===== config.mk =====
export PLATFORM = sky130hd
export DESIGN_NAME = change_dispenser
export DESIGN_NICKNAME = d
export VERILOG_FILES = /design/src/rtl/coin_pkg.sv /design/src/rtl/coin_selector.sv /design/src/rtl/change_dispenser.sv
export SDC_FILE = /design/constraint.sdc
export NUM_CORES = 1
export LEC_CHECK = 0
export ABC_AREA = 1
export CAP_MARGIN = 20
export CORE_AREA = 2 2 140 142
export CTS_BUF_LIST = sky130_fd_sc_hd__clkbuf_8
export DETAILED_ROUTE_END_ITERATION = 8
export DIE_AREA = 0 0 142 144
export HOLD_SLACK_MARGIN = 0.12
export PLACE_DENSITY = 0.48
export SLEW_MARGIN = 15
export SYNTH_ARGS = -nofsm -noshare
export SYNTH_HDL_FRONTEND = slang
export SYNTH_HIERARCHICAL = 1
export SYNTH_SLANG_ARGS = --single-unit

===== constraint.sdc =====
create_clock -name clk -period 4.3 [get_ports clk]
set_input_delay 0.43 -clock clk [delete_from_list [all_inputs] [get_ports clk]]
set_output_delay 0.43 -clock clk [all_outputs]
set_load 0.05 [all_outputs]

===== src/rtl/coin_pkg.sv =====
// Shared coin definitions: denomination index, coin values, credit limit and
// the change dispenser state encoding.
package coin_pkg;

  localparam logic [1:0] COIN_NICKEL  = 2'd0;
  localparam logic [1:0] COIN_DIME    = 2'd1;
  localparam logic [1:0] COIN_QUARTER = 2'd2;
  localparam logic [1:0] COIN_DOLLAR  = 2'd3;

  localparam int MAX_CREDIT = 999;

  typedef enum logic [1:0] {
    IDLE,
    SELECT,
    ISSUE,
    DONE
  } dispState_t;

  // Face value in cents of each denomination index
  function automatic logic [6:0] coinValue(input logic [1:0] coinIdx);
    case (coinIdx)
      COIN_NICKEL:  return 7'd5;
      COIN_DIME:    return 7'd10;
      COIN_QUARTER: return 7'd25;
      default:      return 7'd100;
    endcase
  endfunction

endpackage


===== src/rtl/coin_selector.sv =====
// Greedy coin chooser: largest denomination that fits the remainder and is
// still in stock.
module coin_selector
  import coin_pkg::*;
#(
  parameter int AMT_W = 11
) (
  input  logic [AMT_W-1:0] remaining,
  input  logic [3:0]       invNonzero,
  output logic             found,
  output logic [1:0]       coin_type,
  output logic [AMT_W-1:0] value
);

  // Scan from dollar down to nickel; the first hit wins
  always_comb begin
    found     = 1'b0;
    coin_type = COIN_NICKEL;
    value     = '0;
    for (int i = 3; i >= 0; i--) begin
      if (!found && invNonzero[i] && (remaining >= AMT_W'(coinValue(2'(i))))) begin
        found     = 1'b1;
        coin_type = 2'(i);
        value     = AMT_W'(coinValue(2'(i)));
      end
    end
  end

endmodule


===== src/rtl/change_dispenser.sv =====
// Pays out a change amount one coin at a time over a valid/ready handshake,
// tracking per-denomination inventory and reporting any unpaid remainder.
module change_dispenser
  import coin_pkg::*;
#(
  parameter int AMT_W    = 11,
  parameter int INV_W    = 8,
  parameter int INV_INIT = 20
) (
  input  logic               clk,
  input  logic               rst,
  input  logic               start,
  input  logic [AMT_W-1:0]   amount,
  input  logic               refill,
  output logic               coin_valid,
  output logic [1:0]         coin_type,
  input  logic               coin_ready,
  output logic               busy,
  output logic               done,
  output logic               err,
  output logic [AMT_W-1:0]   short_out,
  output logic [4*INV_W-1:0] inv_level
);

  dispState_t       state, stateNext;
  logic [AMT_W-1:0] remaining;
  logic [AMT_W-1:0] coinValueReg;
  logic [1:0]       coinTypeReg;
  logic [AMT_W-1:0] shortReg;
  logic             errReg;
  logic [INV_W-1:0] inv [4];

  logic [3:0]       invNonzero;
  logic             selFound;
  logic [1:0]       selType;
  logic [AMT_W-1:0] selValue;
  logic             badAmount;

  logic loadAmount, doRefill, latchCoin, takeCoin, setShort, errNext;

  always_comb begin
    invNonzero = '0;
    for (int i = 0; i < 4; i++) begin
      invNonzero[i] = (inv[i] != '0);
    end
  end

  assign badAmount = (amount > AMT_W'(MAX_CREDIT)) || ((amount % AMT_W'(5)) != '0);

  coin_selector #(
    .AMT_W(AMT_W)
  ) selector (
    .remaining (remaining),
    .invNonzero(invNonzero),
    .found     (selFound),
    .coin_type (selType),
    .value     (selValue)
  );

  // Next-state and datapath strobes; a zero remainder simply finds no coin
  always_comb begin
    stateNext  = state;
    loadAmount = 1'b0;
    doRefill   = 1'b0;
    latchCoin  = 1'b0;
    takeCoin   = 1'b0;
    setShort   = 1'b0;
    errNext    = 1'b0;
    case (state)
      IDLE: begin
        doRefill = refill;
        if (start) begin
          if (badAmount) begin
            errNext = 1'b1;
          end else begin
            loadAmount = 1'b1;
            stateNext  = SELECT;
          end
        end
      end
      SELECT: begin
        if (selFound) begin
          latchCoin = 1'b1;
          stateNext = ISSUE;
        end else begin
          setShort  = 1'b1;
          stateNext = DONE;
        end
      end
      ISSUE: begin
        if (coin_ready) begin
          takeCoin  = 1'b1;
          stateNext = SELECT;
        end
      end
      DONE: begin
        stateNext = IDLE;
      end
      default: begin
        stateNext = IDLE;
      end
    endcase
  end

  always_ff @(posedge clk) begin
    if (rst) begin
      state        <= IDLE;
      remaining    <= '0;
      coinValueReg <= '0;
      coinTypeReg  <= COIN_NICKEL;
      shortReg     <= '0;
      errReg       <= 1'b0;
      for (int i = 0; i < 4; i++) begin
        inv[i] <= INV_W'(INV_INIT);
      end
    end else begin
      state  <= stateNext;
      errReg <= errNext;
      if (loadAmount) begin
        remaining <= amount;
        shortReg  <= '0;
      end
      if (latchCoin) begin
        coinTypeReg  <= selType;
        coinValueReg <= selValue;
      end
      if (setShort) begin
        shortReg <= remaining;
      end
      // The selector only offers stocked coins that fit, so neither side can wrap
      if (takeCoin) begin
        remaining <= remaining - coinValueReg;
        if (inv[coinTypeReg] != '0) begin
          inv[coinTypeReg] <= inv[coinTypeReg] - INV_W'(1);
        end
      end
      if (doRefill) begin
        for (int i = 0; i < 4; i++) begin
          inv[i] <= INV_W'(INV_INIT);
        end
      end
    end
  end

  assign coin_valid = (state == ISSUE);
  assign coin_type  = coinTypeReg;
  assign busy       = (state != IDLE);
  assign done       = (state == DONE);
  assign err        = errReg;
  assign short_out  = shortReg;
  assign inv_level  = {inv[3], inv[2], inv[1], inv[0]};

endmodule


---- Yosys cells after proc, flatten, opt, wreduce, memory -nomap -nowiden ----
Memory sizes are Yosys's and may differ from the RTL's. A register that Yosys moved wholly into a read port is not among the register bits.
Index checks and enable logic that the tools add are counted.
storage, ports and cells
  RAM bits ................................ 32
  register bits after elaboration ......... 38
  memories kept ........................... 1
  logic and storage cells ................. 101
memory list
  memory  words  width  rd ports  clocked after memory_dff  write ports  line                    text
  inv     4      8      5         1                         4            change_dispenser.sv:31  logic [INV_W-1:0] inv [4];
operators by class
  reduce and logical (&&, ||, !) cells .... 24
  equal/unequal tests ..................... 6
  $add $sub $neg .......................... 2
  bitwise gates (word level) .............. 6
  magnitude comparators ................... 5
  muxes and demuxes ....................... 50
  div/mod/pow operators ................... 1
operators with widths
  cell                     number
  $mux W11                 4
  $mux W8                  5
  $reduce_bool A8 Y1       5
  $mux W7                  4
  $mux W1                  26
  $mux W2                  10
  $ge A11 B3 Y1 const B    1
  $ge A11 B4 Y1 const B    1
  $ge A11 B5 Y1 const B    1
  $ge A11 B7 Y1 const B    1
  $gt A11 B10 Y1 const B   1
  $mod A11 B3 Y11 const B  1
  $reduce_bool A11 Y1      1
  $sub A11 B11 Y11         1
  $pmux W2 S4              1
  $reduce_or A8 Y1         1
  $sub A8 B1 Y8 const B    1
  $logic_and A1 B1 Y1      7
  $reduce_bool A2 Y1       3
  $eq A2 B2 Y1 const B     2
  $ne A2 B2 Y1 const B     2
  $or A1 B1 Y1             4
  $logic_not A1 Y1         3
  $reduce_and A3 Y1        1
  6 further kinds          7

---- Longest topological paths before layout ----
An unclocked memory read counts as a cell.
  depth after elaboration ................. 20
  mapped depth ............................ 45

---- By module ----
The synthesis kept the hierarchy.
modules (own cells, without submodules)
  module            times used  cells an instance  sequential area each (um^2)  area an instance (um^2)
  change_dispenser  1           578                1761.7                       4395.5
  coin_selector     1           51                 0.0                          270.3

---- Worst setup path after synthesis ----
Ideal clock, no wire load.
  kind .................................... input -> register
  start ................................... input port amount[10]
  end ..................................... register remaining[2]
  path slack .............................. 0.753 ns
  stages on the path ...................... 40
  arrival time ............................ 3.407 ns
  library setup time ...................... 0.140 ns
  path through ............................ inv_2 nand2_1 nand2_1 nand2_1 nand2_1 nand2_1 nand3_2 nand2_2 nand2_2 nand2_2 nand2_2 o21ai_1 nand2_2 nand2_2 nand2_4 nand2_4 nand2_2 nand2_2 [4 not listed] nand3_1 nand2_2 nand3_1 nand2_2 nand2_2 nand2_4 nand2_2 nand2_1 nand2_2 inv_2 nand2_2 nand3_1 nand2_1 nor2_2 nand3_4 buf_6 nand3_2 a21oi_2
on the way
  cells in the longest elaborated chain, start to end .. 7
ends and longest elaborated chain
  element                                line                     text
  from (decl)                            change_dispenser.sv:13   input logic [AMT_W-1:0] amount,
  $mod A11 B3 Y11                        change_dispenser.sv:48   assign badAmount = (amount > AMT_W'(MAX_CREDIT)) || ((amount % AMT_W'(5)) != '0);
  $reduce_bool A11 Y1                    change_dispenser.sv:48
  $logic_or A1 B1 Y1 *                   change_dispenser.sv:48
  $mux W1 *                              change_dispenser.sv:73   if (badAmount) begin
  $mux W1 *                              change_dispenser.sv:72   if (start) begin
  $mux W1 *                              change_dispenser.sv:69   case (state)
  $reduce_bool A2 Y1 (no source line) *  --
  to (signal assigned)                   change_dispenser.sv:120  remaining <= amount;
  to (signal assigned)                   change_dispenser.sv:132  remaining <= remaining - coinValueReg;
  to (decl)                              change_dispenser.sv:26   logic [AMT_W-1:0] remaining;
Every way passes the cells marked *; elsewhere a longest branch is shown, timed or not.
A chain may end at the register's enable or synchronous reset.

---- Worst setup path in the final report ----
  start ................................... input port amount[10]
  end ..................................... register shortReg[2], in the netlist short_out[2]
on the way
  cells in the longest elaborated chain, start to end .. 7
ends and longest elaborated chain
  element                                line                     text
  $mod A11 B3 Y11                        change_dispenser.sv:48
  $reduce_bool A11 Y1                    change_dispenser.sv:48
  $logic_or A1 B1 Y1 *                   change_dispenser.sv:48
  $mux W1 *                              change_dispenser.sv:73
  $mux W1 *                              change_dispenser.sv:72
  $mux W1 *                              change_dispenser.sv:69
  $reduce_bool A2 Y1 (no source line) *  --
  to (signal assigned)                   change_dispenser.sv:128  shortReg <= remaining;
  to (decl)                              change_dispenser.sv:29   logic [AMT_W-1:0] shortReg;
Marked as above.

==> run_results.csv <==
group,metric,value,unit
global_route,grt_antenna_before_repair,0,
floorplan,dieWidth,142,µm
drt,avgRoutedWirePerCell,13.3,µm
critical_path,end_kind,"register",
floorplan,start_util,0.245,
timing,hold_violations,0,
critical_path,cp_max_fo,17,
place,port_buffers,64,
drt,via_count,4217,
yosys,ys.flop_type,"dfxtp_1",
power_and_ir_drop,vdd_drop_max,0.143,mV
drt,via_per_inst,4.42,
timing,finalCritPeriodShare,0.883,
floorplan,die_h,144,µm
global_route,grt_use_total,0.125,
clock_network,htreeDepth,3,
clock_network,insertion_delay,0.35,ns
timing,final.min_clock_period,3.80,ns
power_and_ir_drop,leakage,2.51,nW
yosys,synth_area_leaders,"edfxtp_1 (21%), dfxtp_1 (17%), nand2_1 (11%), inv_1 (6.2%), nor2_1 (5.7%)",
timing,worstMarginPinSlew,0.838,ns
floorplan,rows,51,
critical_path,cp-startpoint,"amount[10]",
timing,drv_slew,0,
timing,fin_skew,0.00685,ns
critical_path,cp-endpoint,"short_out[2]",
clock_network,hold_buffers,0,
place,pre_cts_slack,-0.177,ns
drt,antenna_left,0,
yosys,syn_inst,629,
clock_network,path_clk_slew,0.07,ns
yosys,synth_edf_count,32,
critical_path,cpMostUsedCell,"nand2_2",
run_status,status,"completed",
global_route,grt_overflow,0,
floorplan,ios,65,
drt,wirelength,12700,µm
clock_network,cts_tree,"done",
critical_path,r2r-end,"inv[2][7]",
yosys,synth_seq_cells,72,
clock_network,clock_sinks,72,
timing,slew_headroom,0.440,
critical_path,r2r_setup_slack,1.19,ns
timing,fin_ws,0.503,ns
yosys,ys_warn_count,6,
layout,nets,739,
floorplan,design.die.area,20400,µm²
drt,firstDrtPassIters,4,
clock_network,clk_path_buf_depth,2,
drt,drc,0,
yosys,syn_area,4670,µm²
critical_path,setup.worst_path.start_class,"primary input",
yosys,yosys-top-cells-count,"nand2_1 (135), inv_1 (77), nor2_1 (71)",
layout,area_growth,28.0,%
critical_path,cp_data_arrival_time,4.02,ns
critical_path,crit_type,"primary input to register",
layout,final_layout_size_suffix_gt1_frac,0.189,
yosys,seq_area_frac_synth,0.378,
yosys,synth.most_common_cell,"nand2_1",
global_route,grt_first_pass_wirelength,20400,µm
timing,setup_violations,0,
yosys,syn_avg_cell_area,7.42,µm²
critical_path,crit_required,4.52,ns
critical_path,reg2regPathDepth,11,
yosys,yosysTopAreaCellShare,0.206,
timing,timing.fmax,263,MHz
worst_hold_path,hold_class,"register to register",
timing,rsz0062_at_grt,"false",
job,max_cap_violations,0,
yosys,synth-async-reset-ratio,0,
critical_path,slowest_stage,"buf_12",
floorplan,core,19100,µm²
critical_path,critPathMaxStageDelay,0.20,ns
place,finalWeightedCongestion,0.818,
power_and_ir_drop,power.total,0.00354,W
yosys,synth_top_area_cell,"edfxtp_1",
power_and_ir_drop,power_density,592,nW/µm²
yosys,yosysUniqueCellTypes,38,
place,dpl.hpwl,9970,µm
global_route,grt_max_degree,27,
clock_network,cts-buffers-inserted,9,
drt,drtIter0Drc,219,
layout,antennaDiodeCount,0,
global_route,grt_pass1_vias,3937,
clock_network,cts_root_buf,"clkbuf_8",
[power by group]
part,leakage (nW),switching [W],internal [W],total (W)
logic,1.77,0.00135,0.000698,0.00205
clock network,0.0938,0.000253,0.000262,0.000515
registers,0.647,0.000125,0.000847,0.000972
[final cells by class]
cell class | instances | area, µm²
repair buffers | 88 | 847
inverters | 87 | 327
fillers | 2043 | 13100
well taps | 238 | 298
multi-input cells | 452 | 2550
clock inverters | 7 | 65.1
flip-flops and latches | 72 | 1760
clock buffers | 9 | 124
[placed cells by master, fill, tap and decap left out, drive strengths merged, types with 2 or more instances in the layout]
master,n
nand3,59
clkinvlp,3
clkbuf,9
a32oi,3
a32o,4
o21ai,36
or2,2
buf,24
a21oi,51
conb,4
xor2,7
o22ai,2
inv,89
nor2,75
dlymetal6s2s,4
dfxtp,40
edfxtp,32
o31ai,2
nor4,9
nand2,166
ha,12
clkdlybuf4s50,60
nand4,7
nor3,8
[state kept, by name, indices dropped and copies added (netlist names), named ones only]
signal and cells:
coinValueReg 11, coin_type 2, err 1, inv 32, remaining 11, short_out 11, state 2
[layer usage]
layer	global-route usage	part of all wire
met4	0.0342	0.014
met3	0.0228	0.039
met5	0	0
met1	0.177	0.50
met2	0.197	0.45
[worst min path at each step]
stage               cells after the start               end              from
floorplan                               2   coinValueReg[0]   coinValueReg[0]
global placement                        2  coinValueReg[10]  coinValueReg[10]
detailed placement                      2   coinValueReg[0]   coinValueReg[0]
CTS                                     2   coinValueReg[0]   coinValueReg[0]
global route                            2   coinValueReg[7]   coinValueReg[7]
finish                                  2   coinValueReg[9]   coinValueReg[9]
[kinds of logic after synthesis]
family,share of synthesized area
other,0.000804
adders and majority gates,0.0365
AOI/OAI and AO/OA,0.130
DFF,0.378
and+or+nand+nor,0.346
buffers and inverters,0.0947
xor gates and xnor gates,0.0150
[critical path: cells and delay by family]
kind	cells	cell delay, ns
compound gates	2	0.24
buf+inv	5	0.54
simple gates	34	2.79
[per-stage QoR]
stage          utilization  std cells  hold slack, ns  cell area (µm²)  setup TNS [ns]
6_report             0.313        953           0.468             5970               0
5_1_grt              0.313        953           0.498             5970               0
3_5_place_dp         0.297        934           0.458             5670           -3.57
2_1_floorplan            -        632           0.427             4680               0
3_3_place_gp         0.297        934           0.452             5670           -3.32
4_1_cts              0.307        950           0.470             5860               0
[repair_timing]
item | CTS | global route
setup buffers | 0 | 3
gates resized for setup | 0 | 20
endpoints found under the hold margin | 0 | 0
endpoints found under the setup margin | 0 | 24
Note: power is estimated with default switching activity, not from simulation.
